### src/rtl/dcpu16_marb.sv
// rtl/dcpu16_marb.sv - DCPU16 F/G/X bus arbiter onto a single Wishbone-style memory port.
// The X port, its wait counter and the starvation override are built only with DCPU16_MARB_XPORT_EN.
module dcpu16_marb #(
    parameter int XWAIT = 4
) (
    input  logic        clk,
    input  logic        rst,
    input  logic        ena,
    input  logic [15:0] f_adr,
    input  logic [15:0] f_dto,
    input  logic        f_stb,
    input  logic        f_wre,
    output logic [15:0] f_dti,
    output logic        f_ack,
    input  logic [15:0] g_adr,
    input  logic        g_stb,
    input  logic        g_wre,
    output logic [15:0] g_dti,
    output logic        g_ack,
    input  logic [15:0] x_adr,
    input  logic [15:0] x_dto,
    input  logic        x_stb,
    input  logic        x_wre,
    output logic [15:0] x_dti,
    output logic        x_ack,
    output logic [15:0] m_adr,
    output logic [15:0] m_dto,
    output logic        m_stb,
    output logic        m_wre,
    input  logic [15:0] m_dti,
    input  logic        m_ack,
    output logic [1:0]  gnt
);

    typedef enum logic {IDLE, BUSY} state_t;

    localparam logic [1:0] GNT_NONE = 2'd0;
    localparam logic [1:0] GNT_F    = 2'd1;
    localparam logic [1:0] GNT_G    = 2'd2;
    localparam logic [1:0] GNT_X    = 2'd3;

    state_t      state;
    logic        done_f, done_g;
    logic [15:0] held_f, held_g;
    logic        live_f, live_g;
    logic        elig_f, elig_g, elig_x, force_x, any_elig;
    logic [1:0]  win;
    logic [15:0] win_adr, win_dto;
    logic        win_wre;

    assign elig_f   = f_stb && !done_f;
    assign elig_g   = g_stb && !done_g;
    assign any_elig = elig_f || elig_g || elig_x;

    // gnt is only non-zero while BUSY, so an m_ack seen in IDLE never completes anything
    assign live_f = (gnt == GNT_F) && m_ack;
    assign live_g = (gnt == GNT_G) && m_ack;

    assign f_ack = f_stb && (done_f || live_f);
    assign g_ack = g_stb && (done_g || live_g);
    assign f_dti = live_f ? m_dti : held_f;
    assign g_dti = live_g ? m_dti : held_g;

`ifdef DCPU16_MARB_XPORT_EN
    logic [3:0] xcnt;
    logic       live_x;

    assign elig_x  = x_stb;
    assign force_x = x_stb && (xcnt == 4'(XWAIT));
    assign live_x  = (gnt == GNT_X) && m_ack;
    assign x_ack   = live_x;
    assign x_dti   = live_x ? m_dti : 16'h0000;

    // Counts F/G grants that X sat through; X forces its way in once this reaches XWAIT
    always_ff @(posedge clk or posedge rst) begin
        if (rst) begin
            xcnt <= 4'd0;
        end else if (!x_stb) begin
            xcnt <= 4'd0;
        end else if (state == IDLE && any_elig) begin
            if (win == GNT_X) begin
                xcnt <= 4'd0;
            end else if (xcnt < 4'(XWAIT)) begin
                xcnt <= xcnt + 4'd1;
            end
        end
    end
`else
    logic unused_x;

    assign elig_x   = 1'b0;
    assign force_x  = 1'b0;
    assign x_ack    = 1'b0;
    assign x_dti    = 16'h0000;
    assign unused_x = ^{x_adr, x_dto, x_stb, x_wre, 4'(XWAIT)};
`endif

    always_comb begin
        win     = GNT_NONE;
        win_adr = f_adr;
        win_dto = f_dto;
        win_wre = f_wre;
        if (force_x) begin
            win = GNT_X;
        end else if (elig_f) begin
            win = GNT_F;
        end else if (elig_g) begin
            win = GNT_G;
        end else if (elig_x) begin
            win = GNT_X;
        end
        case (win)
            GNT_G: begin
                win_adr = g_adr;
                win_dto = 16'h0000;
                win_wre = g_wre;
            end
            GNT_X: begin
                win_adr = x_adr;
                win_dto = x_dto;
                win_wre = x_wre;
            end
            default: ;
        endcase
    end

    always_ff @(posedge clk or posedge rst) begin
        if (rst) begin
            state <= IDLE;
            gnt   <= GNT_NONE;
            m_adr <= 16'h0000;
            m_dto <= 16'h0000;
            m_wre <= 1'b0;
            m_stb <= 1'b0;
        end else begin
            case (state)
                IDLE: begin
                    if (any_elig) begin
                        state <= BUSY;
                        gnt   <= win;
                        m_adr <= win_adr;
                        m_dto <= win_dto;
                        m_wre <= win_wre;
                        m_stb <= 1'b1;
                    end
                end
                BUSY: begin
                    if (m_ack) begin
                        state <= IDLE;
                        gnt   <= GNT_NONE;
                        m_stb <= 1'b0;
                    end
                end
                default: state <= IDLE;
            endcase
        end
    end

    // A completion landing on the same edge as ena belongs to the step being retired, so it is dropped
    always_ff @(posedge clk or posedge rst) begin
        if (rst) begin
            done_f <= 1'b0;
            done_g <= 1'b0;
            held_f <= 16'h0000;
            held_g <= 16'h0000;
        end else begin
            if (live_f) begin
                held_f <= m_dti;
            end
            if (live_g) begin
                held_g <= m_dti;
            end
            if (ena || !f_stb) begin
                done_f <= 1'b0;
            end else if (live_f) begin
                done_f <= 1'b1;
            end
            if (ena || !g_stb) begin
                done_g <= 1'b0;
            end else if (live_g) begin
                done_g <= 1'b1;
            end
        end
    end

endmodule

### config.mk
export PLATFORM = sky130hd
export DESIGN_NAME = dcpu16_marb
export DESIGN_NICKNAME = d
export VERILOG_FILES = /design/src/rtl/dcpu16_marb.sv
export SDC_FILE = /design/constraint.sdc
export NUM_CORES = 1
export LEC_CHECK = 0
export ABC_CLOCK_PERIOD_IN_PS = 4600
export CAP_MARGIN = 20
export CORE_ASPECT_RATIO = 0.6
export CORE_MARGIN = 5
export CORE_UTILIZATION = 40
export CTS_CLUSTER_DIAMETER = 30
export DETAILED_ROUTE_END_ITERATION = 8
export GPL_TIMING_DRIVEN = 0
export PLACE_DENSITY = 0.87
export REMOVE_ABC_BUFFERS = 1
export SETUP_SLACK_MARGIN = 0.02
export SLEW_MARGIN = 25
export SYNTH_ARGS = -nofsm -noshare
export SYNTH_HDL_FRONTEND = slang
export SYNTH_SLANG_ARGS = --single-unit
export TNS_END_PERCENT = 10
### constraint.sdc
create_clock -name clk -period 4.6 [get_ports clk]
set_input_delay 0.92 -clock clk [delete_from_list [all_inputs] [get_ports clk]]
set_output_delay 0.92 -clock clk [all_outputs]
set_load 0.05 [all_outputs]
==> results.txt, run 1 <==
Based on the critical path, the design can be clocked at up to 242 MHz. For the routability congestion estimate, the log shows 0.721. The tools report the multi-input gate area in the final layout as 1120 um^2. Entering global routing, the biggest net connects 41 pins.

The cell at the root of the clock tree is clkbuf_16. The final clock period utilization by the worst path came out at 0.899. The data arrival time of the critical path came out at 3.22 ns. The wire-length estimate of the detail-placed layout is 6080 um. The post-synthesis share of cell area spent on xor and xnor gates was 0; the post-cts sizing count was 0.

The run gives 1780 um^2 as the register cell area after layout. The share of synthesized cell area in and, or, nand and nor gates was 0.0845; the fraction of final layout cells with drive strength greater than 1 was 0.204. The floorplan step defined a die boundary enclosing 9580 um^2. The synthesized-area fraction occupied by ao, oa, aoi and oai cells was 0.131. The register bit count reported by yosys works out to 71.

For the pin with the worst max-slew slack, the measured transition is 0.721 ns. The cell area power density was 799 nW/um^2. The logs give 0.519 for the worst slew margin relative to its limit and 0 for the quantity of hold-fixing buffers added after cts. The share of the yosys chip area belonging to registers came out at 0.579. The critical path goes through clkdlybuf4s50_1 -> nand3b_4 -> a21boi_0 -> clkdlybuf4s50_1.

The hold violation total from the final report is 0, and the largest driver fanout on the critical path is 17. The total number of vias was 2,185. In this run the count of I/O pins placed on the die edge is 193. For the non-filler instance count after layout, the log shows 461. The net count of the finished layout is 458. Largest family of logic cells by synthesized area: compound AO/OA/AOI/OAI gates. The deepest clock path buffer count came out at 2. The region available for standard cell placement spans 7360 um^2.

After detailed routing, the number of remaining DRC violations is 0. The number of maximum-capacitance constraint violations was 0. STA classifies the critical path endpoint as an output port. The post-placement cell count is 445, and the horizontal extent of the die is 123 um.

The adder and majority cell fraction of the synthesized area was 0. The area growth from synthesis to layout is 56.0%. The initial cell density of the core was 0.417; the count of routing violations after the opening detailed-route iteration was 79. At the worst endpoint, the required time is 3.68 ns.

Among all stages on the critical path, the largest delay is contributed by clkdlybuf4s50_1. The Yosys step of the flow raised 0 warnings. STA classifies the critical path startpoint as a primary input.

The top cell types in the final layout, fill and taps aside, are 141 x clkdlybuf4s50_1, 71 x dfrtp_1, 22 x mux2_2. The run gives 0.175 as the total routing usage reported by global routing. The run gives 3 as the number of H-tree branching levels.

The number of instances on the worst hold path is 2. The tools report the startpoint of the worst register-to-register path as state. Length in cells of the worst reg-to-reg path: 4. In this run the mean area of a mapped cell was 14.7 um^2. The leakage power total was 0.00204 uW. The number of buffers added on ports was 141.

The flow ran to the end, and the final reports show no timing, DRC or antenna violations. The detail-routed via count per cell is 4.74, and the sum of routed wire length over all layers is 8080 um. For this run, the slowest stage of the critical path takes 0.88 ns. Counting stages on the worst path, the most repeated cell is clkdlybuf4s50_1. The number of buffers added for setup after CTS is 0.

The tools report the worst clock skew as 0.00615 ns. In this run, distinct cell masters in the synthesized netlist total 28. The number of clock buffers added by TritonCTS is 9. The post-detailed-route count of antenna-violating nets was 0.

The library cell used most frequently in the layout, excluding fill and tap cells, is clkdlybuf4s50_1. 0 antenna diodes ended up in the layout. The end of the worst register-to-register path was m_adr[13]. Clock-pin slew was measured on the worst setup and hold paths at 0.05 ns.

The clock reaches the later pin of the worst-skew pair after 0.32 ns. The run gives 0 as the number of slew-limit violations in the final report. The tools report the via count of the first global-routing pass as 2,454.

Summed over all layers, the global routing overflow is 0. The initial antenna violation count came out at 0. The worst hold path terminates at m_stb. Across all register-to-register paths, the minimum setup slack is 2.71 ns. The filler cells instantiated in the layout total 576. Cell row count: 24.

The launch point of the worst hold path was m_stb. The post-synthesis instance area was 3070 um^2. Adding up every negative setup slack in the final design gives 0 ns.

For the number of setup violations in the final report, the log shows 0. The first detailed-routing pass took 4 iterations. The path class of the tightest hold or removal check is flip-flop to flip-flop. The die is 77.8 um tall.

Post-synthesis mux area share: 0.130. Minimum period implied by the final worst setup slack: 4.14 ns. The setup path with the least slack is of type primary input to output port. In the synthesized netlist, the number of instances is 208. TritonCTS built the clock tree.

The number of sinks handled by clock tree synthesis was 71. The tools report the global-route wire length before repair as 13,100 um. The run gives 0.537 mV as the worst voltage drop across the vdd grid. After detailed routing, the average wire length per cell comes to 17.5 um.

Setup repair after global routing left no endpoint under its margin.
[state kept, by name, summed over array words and instances, names as in the netlist]
| name | cells |
|---|---|
| state | 1 |
| m_dto | 16 |
| done_f | 1 |
| held_f | 16 |
| gnt | 2 |
| m_adr | 16 |
| m_stb | 1 |
| done_g | 1 |
| held_g | 16 |
| m_wre | 1 |
[synth_stat cells]
cell	number	area, um^2
a21boi_0	2	15.0
a21oi_1	1	5.00
a21oi_4	1	16.3
a22o_1	16	140
and2b_1	1	7.51
buf_2	1	5.00
buf_4	20	150
buf_6	5	56.3
conb_1	1	3.75
dfrtp_1	71	1780
inv_1	4	15.0
mux2_2	22	248
mux2_4	10	150
nand2_1	5	18.8
nand2b_1	17	106
nand2b_4	1	13.8
nand3_4	1	17.5
nand3b_1	1	7.51
nand3b_4	2	40.0
nor2b_1	2	12.5
nor2b_2	1	8.76
nor3b_4	1	18.8
o211ai_1	1	7.51
o21ai_0	1	5.00
o21ai_4	1	16.3
o221a_2	17	191
o22ai_1	1	6.26
or2b_1	1	7.51
[critical path: cells and delay by family]
family	cells	cell delay, ns
AO/OA/AOI/OAI	1	0.38
buffers and inverters	2	1.55
AND/OR/NAND/NOR	1	0.35
[cell type report]
class,count,share of cell area
Multi-Input combinational cell,123,0.235
Inverter,4,0.00366
Clock inverter,3,0.00889
Clock buffer,13,0.0523
Tap cell,104,0.0272
Sequential cell,71,0.371
Timing Repair Buffer,143,0.302
[worst max path at each step]
stage          start  endpoint  slack (ns)  depth (start not counted)
2_1_floorplan  m_ack     g_ack        1.29                          2
3_3_place_gp   m_ack     g_ack        0.51                          4
3_5_place_dp   m_ack     g_ack        0.49                          4
4_1_cts        m_ack     g_ack        0.45                          4
5_1_grt        m_ack     g_ack        0.37                          4
6_report       m_ack     g_ack        0.46                          4
[power by group]
| group | switching, uW | leakage, uW | internal [uW] | total [uW] |
|---|---|---|---|---|
| clock network | 246 | 0.000140 | 434 | 680 |
| registers | 116 | 0.000847 | 888 | 1000 |
| logic | 1360 | 0.00105 | 779 | 2140 |
[cells by family after synthesis]
kind of cell | after synthesis
simple gates | 33
other cells | 1
buf+inv | 30
compound gates | 41
flops | 71
mux | 32
[routing by layer]
| layer | up-vias | share of wire | GRT usage |
|---|---|---|---|
| met3 | 6 | 0.087 | 0.0756 |
| met2 | 89 | 0.48 | 0.283 |
| met4 | 0 | 0.0068 | 0.0464 |
| met5 | - | 0 | 0 |
| li1 | 1008 | - | - |
| met1 | 1082 | 0.43 | 0.217 |
[stage by stage]
step	utilization	cell area [um^2]	hold WS (ns)	total power, uW	setup slack, ns
final	0.650	4780	0.484	3820	0.464
after global routing	0.650	4780	0.503	3990	0.368
after global placement	0.606	4460	0.461	3120	0.507
after CTS	0.650	4780	0.491	3870	0.450
after detailed placement	0.610	4490	0.477	3170	0.492
after floorplan	-	2920	0.602	2450	1.29
Note: power is estimated with default switching activity, not from simulation.
==> run 2: changes to the inputs <==
Settings changed: CORE_UTILIZATION 40 to 25, PLACE_DENSITY 0.87 to default.
==> run 2 against run 1 <==
Effect of this change:
- clock-buffer cell count decreased by 2
- via count increased by 0.87%
- fmax up 0.97%
- cell count up 13%
- clock skew decreased by 0.00083 ns
- clock power is 12% higher
- largest cell class unchanged
- largest power group unchanged
==> results.txt, run 2 (synthesis results as in run 1) <==
The flow ran to the end, and the final reports show no timing, DRC or antenna violations. The cell that appears most often on the critical path is clkdlybuf4s50_1. The worst hold path was traced through 2 stages. During placement, the flow inserted port buffers numbering 141. The non-filler instance count after layout is 523, and the worst-case register-to-register setup slack is 2.98 ns.

The worst register-to-register path begins at state. The cell at the root of the clock tree was clkbuf_16. 193 I/O pins were placed. Summed over all nets, the half-perimeter wirelength after detailed placement is 6050 um.

The hold violation total from the final report is 0, and the met2 capacity usage during global routing is 0.179. TritonCTS built the clock tree. For this design, the slowest cell found on the critical path is clkdlybuf4s50_1.

Met1 usage in global routing: 0.151. The number of diodes added for antenna fixing is 0. The post-cts sizing count was 0.

The routability congestion estimate is 0.743, and the height of the die is 95.8 um. The number of maximum-capacitance constraint violations is 0, and the number of H-tree branching levels is 3. In this run the critical register-to-register path is captured at m_adr[1].

The run gives 4 as the number of iterations in the first detailed-routing pass. The length in cells of the worst reg-to-reg path was 5. The maximum frequency from static timing analysis is 244 MHz.

After detailed routing, the average wire length per cell comes to 15.9 um. The tools report the initial cell density of the core as 0.255. In the layout the commonest cells are 141 x clkdlybuf4s50_1, 71 x dfrtp_1, 22 x mux2_2. Most common library cell in the layout ignoring fill and taps: clkdlybuf4s50_1. The count of nets left with antenna violations once routing finished came out at 0. Final hold analysis gives a worst-case slack of 0.484 ns. After clock tree synthesis, the clock-pin slew on the worst setup and hold paths is 0.06 ns.

The worst setup path is captured at an output port. Once placement completed, the tool counted placed cells totaling 507. The filler cells instantiated in the layout total 1,144.

The cell family contributing the most delay on the critical path is buffers and inverters. In this run the static leakage power is 0.00207 uW. Timing analysis after detailed placement gives a worst setup slack of 0.462 ns. The total grt overflow was 0. The logs give 0.448 mV for the worst voltage drop across the vdd grid and 31 for the cell row count. For this run, the post-layout net count is 459. The met3 demand-to-capacity share in global routing was 0.0463.

Startpoint of the worst setup timing path: m_ack. The detail-routed via count per cell came out at 4.21. The worst clock skew is 0.00532 ns. The number of buffers and inverters on the critical path is 2.

Walking the worst path, the cells encountered are clkdlybuf4s50_1 -> nand3b_4 -> a21boi_0 -> clkdlybuf4s50_1. After detailed routing, the number of remaining DRC violations is 0. For the number of CTS-inserted buffers, the log shows 9.

From synthesis to final layout, the design area changed by 60.1%. Along the worst path, the maximum fanout reaches 17. Setup violations remaining at the end of the flow were counted as 0. Detailed routing inserted a total of 2,204 vias.

The worst slew margin relative to its limit is 0.640. Entering global routing, the biggest net connects 41 pins. Counting every sink on the clock net gives 71. Data arrives at the worst endpoint at 3.18 ns. The endpoint required time on the critical path came out at 3.68 ns. The worst setup path is of the primary input to output port kind. The initial antenna violation count is 0, and the minimum period implied by the final worst setup slack is 4.10 ns. The largest stage delay on the critical path was 0.86 ns; the number of slew-limit violations in the final report was 0. Final clock period utilization by the worst path: 0.891. STA classifies the critical path startpoint as a primary input.

The via count of the first global-routing pass is 2,466, and the global-route wire length before repair is 13,300 um. The final worst-path setup slack was 0.503 ns. The global routing stage identified its most utilized layer as met2. The number of buffers added for setup after CTS was 0; the total design power was 3910 uW. After detailed routing, the total wire length is 8340 um. Setup repair after global routing left no endpoint under its margin. Hold repair after CTS inserted 0 buffers. The cell area power density was 796 nW/um^2; the core footprint was 12,000 um^2. The clock passes through at most 2 buffers. In this run the most critical hold path is launched from m_stb. The worst-case hold path end point was m_stb.

Summed over all failing endpoints, the final setup total negative slack is 0 ns. The worst-margin pin slew works out to 0.538 ns. In this run the worst hold path is classified as flip-flop to flip-flop. Clock latency on the worst-skew pair, taken at its later pin, is 0.32 ns.

From left edge to right edge, the die measures 153 um. For this block, the initial DRC count from the detailed router was 52. The die covers 14,700 um^2.

The run gives 0.116 as the total routing usage reported by global routing. The fraction of final layout cells with drive strength greater than 1 works out to 0.215.
run 2: power by group:
| part | total (uW) | switching, uW | internal [uW] |
|---|---|---|---|
| clock | 762 | 259 | 503 |
| sequential | 1000 | 116 | 888 |
| combinational | 2140 | 1360 | 782 |
| total | 3910 | 1740 | 2170 |
run 2: routing by layer:
layer | routed length (um) | share of wire
met4 | 95 | 0.011
met2 | 3690 | 0.44
met1 | 3940 | 0.47
met5 | 0 | 0
met3 | 607 | 0.073
run 2: per-stage QoR:
step                cell area, um^2   util
floorplan                      2920      -
global placement               4530  0.377
detailed placement             4580  0.381
CTS                            4910  0.408
global route                   4910  0.408
finish                         4910  0.408
run 2: final cells by class:
class                   instances  area (um^2)  area share
repair buffers                144         1450       0.296
clock buffers                  11          253      0.0515
well taps                     165          206      0.0420
flip-flops and latches         71         1780       0.362
inverters                       4         17.5     0.00357
clock inverters                 5         80.1      0.0163
multi-input cells             123         1120       0.229
run 2: worst min-delay path, cell delays in order (launching register included):
cell and delay [ns]:
dfrtp_1 0.35, nand2_1 0.05, nand2_1 0.05
run 2: how the worst max path moves through the flow:
stage          endpoint  slack, ns  cells past startpoint
4_1_cts           g_ack       0.45                      4
6_report          g_ack       0.50                      4
5_1_grt           g_ack       0.35                      4
3_3_place_gp      g_ack       0.49                      4
2_1_floorplan     g_ack       1.29                      2
3_5_place_dp      g_ack       0.46                      4
==> run 3: changes to the inputs <==
Settings changed: CORE_UTILIZATION 25 to 40, MAX_ROUTING_LAYER from default to met4, PLACE_DENSITY from default to 0.87.
==> run 3 against run 2 <==
Effect of this change:
- sequential share of layout area rose by 0.97 points
- largest power group unchanged
- cell count fell by 12%
- via count down 1.1%
- highest routed layer unchanged
- first-iteration DRC count up 71%
- cell area fell by 2.6%
- sequential power about the same
==> results.txt, run 3 (synthesis results as in run 1) <==
The final clock period utilization by the worst path works out to 0.899. For the worst slew margin relative to its limit, the log shows 0.519. The maximum frequency from static timing analysis came out at 242 MHz. The tools report the setup total negative slack as 0 ns. The die area was 9580 um^2; the sum of net half-perimeters after detailed placement was 6080 um.

The run gives 0 as the initial antenna violation count. The worst setup path is captured at an output port. The number of buffers added on ports came out at 141. Via count of the first global-routing pass: 2,464. The worst clock skew is 0.00480 ns. The proportion of total power due to net switching was 0.450.

TritonCTS built the clock tree. Internal power comes to 2100 uW. The run gives 2,180 as the total number of vias. Data on the critical path arrives at its endpoint at 3.22 ns.

Across the VDD grid, the largest voltage drop is 0.537 mV. The part of the power in registers was 0.263. TritonCTS created 9 clock buffers. The clock tree synthesis step divided the H-tree into 3 levels. The flow ran to the end, and the final reports show no timing, DRC or antenna violations. Across the run, the number of max-cap violations was 0.

The first detailed-routing pass ran for 4 iterations. The analysis attributes to cell leakage a power of 0.00204 uW. The largest individual stage delay along the critical path comes from the cell clkdlybuf4s50_1. The logs give 458 for the net count of the finished layout and 0.729 for the routability congestion estimate. The library cells used most frequently in the layout, excluding fill and tap cells, are 141 x clkdlybuf4s50_1, 71 x dfrtp_1, 22 x mux2_2. Entering global routing, the biggest net connects 41 pins.

For the total routing usage reported by global routing, the log shows 0.181. After detailed routing, the average wire length per cell comes to 17.5 um. The global-route wire length before repair came out at 13,100 um. 0 antenna diodes ended up in the layout. The deepest clock path buffer count was 2; the initial cell density of the core was 0.417. The worst setup path is launched from a primary input. The run gives 0 as the remaining design rule violation count. The number of sinks handled by clock tree synthesis was 71. The library cell used most frequently in the layout, excluding fill and tap cells, is clkdlybuf4s50_1. Setup repair after global routing left no endpoint under its margin. The hold violation total from the final report is 0, and the quantity of hold-fixing buffers added after cts is 0.

For the pin with the worst max-slew slack, the measured transition is 0.721 ns. The logs give 0.484 ns for the tightest hold margin and 0.560 for the part of the power in combinational logic. The relative area change from synthesis to final layout was 56.0%.

Counting the fill cells in the layout gives 576. Post-CTS repair changed the size of 0 cells. The signal on the critical path passes through clkdlybuf4s50_1 -> nand3b_4 -> a21boi_0 -> clkdlybuf4s50_1. After floorplanning, the core was divided into 24 placement rows.

The fraction of final layout cells with drive strength greater than 1 works out to 0.204. The largest driver fanout on the critical path is 17, and the endpoint required time on the critical path is 3.68 ns. The height of the die came out at 77.8 um.

For the sum of routed wire length over all layers, the log shows 8070 um. Setup violations remaining at the end of the flow were counted as 0. The number of slew-limit violations in the final report is 0. On the worst path, the slowest cell contributes a delay of 0.89 ns. For the finished layout, the period the worst path requires is 4.14 ns. The core footprint is 7360 um^2, and the post-detailed-route count of antenna-violating nets is 0. Cell at the root of the clock tree: clkbuf_16.

The top-level I/O count was 193. In this run the power spent charging and discharging nets is 1720 uW. The clock slew at the register clock pins of the worst setup and hold paths was 0.05 ns.

The count of routing violations after the opening detailed-route iteration was 89; the cell area power density was 799 nW/um^2. After clock tree synthesis, the setup repair step added 0 buffers. The horizontal extent of the die works out to 123 um. The path category of the worst min-delay check is flip-flop to flip-flop. The category of the critical setup timing path is primary input to output port. Summed over all layers, the global routing overflow is 0.

Insertion delay to the later sink of the worst-skew pair: 0.32 ns. Among the stages of the critical path, the cell type that occurs most often is clkdlybuf4s50_1. In the routed layout, each cell is associated on average with a via count of 4.73.

The clock power share came out at 0.177.
## run 3: path summary, 6_finish.rpt
path	start	end	slack (ns)	cells after the start
max in group asynchronous	rst	held_g[13]	3.10	3
worst max register to register	state	m_adr[13]	2.71	4
worst min register to register	m_stb	m_stb	0.48	2
worst min-delay path	m_stb	m_stb	0.48	2
min in group asynchronous	rst	m_dto[0]	0.95	2
worst max-delay path	m_ack	g_ack	0.46	4
## run 3: power by group through the flow
stage               clock network (uW)  logic, uW  registers [uW]
floorplan                            0       1030            1420
global placement                     0       2120            1000
detailed placement                   0       2160            1010
CTS                                698       2160            1010
global route                       727       2230            1040
finish                             678       2140            1000
## run 3: area by class of cell
cell class / count / area [um^2] / area share
Clock buffer: 13 / 250 / 0.0523
Clock inverter: 3 / 42.5 / 0.00889
Inverter: 4 / 17.5 / 0.00366
Multi-Input combinational cell: 123 / 1120 / 0.235
Sequential cell: 71 / 1780 / 0.371
Tap cell: 104 / 130 / 0.0272
Timing Repair Buffer: 143 / 1440 / 0.302
## run 3: critical path, delay by kind of cell
family	cells	cell delay (ns)
buf+inv	2	1.56
compound gates	1	0.38
simple gates	1	0.35
## run 3: per-layer routing
metal,wire [um],up-vias,global-route usage
met2,3840,89,0.284
met1,3540,1076,0.223
met3,619,8,0.0654
met5,0,-,-
li1,-,1007,-
met4,74,0,0.0464
## run 3: through the flow
stage          instances   util  power [uW]  setup WS (ns)  instance area [um^2]
3_3_place_gp         443  0.606        3120          0.507                  4460
5_1_grt              461  0.650        3990          0.371                  4780
2_1_floorplan        198      -        2450           1.29                  2920
3_5_place_dp         445  0.610        3170          0.492                  4490
6_report             461  0.650        3820          0.464                  4780
4_1_cts              461  0.650        3870          0.450                  4780
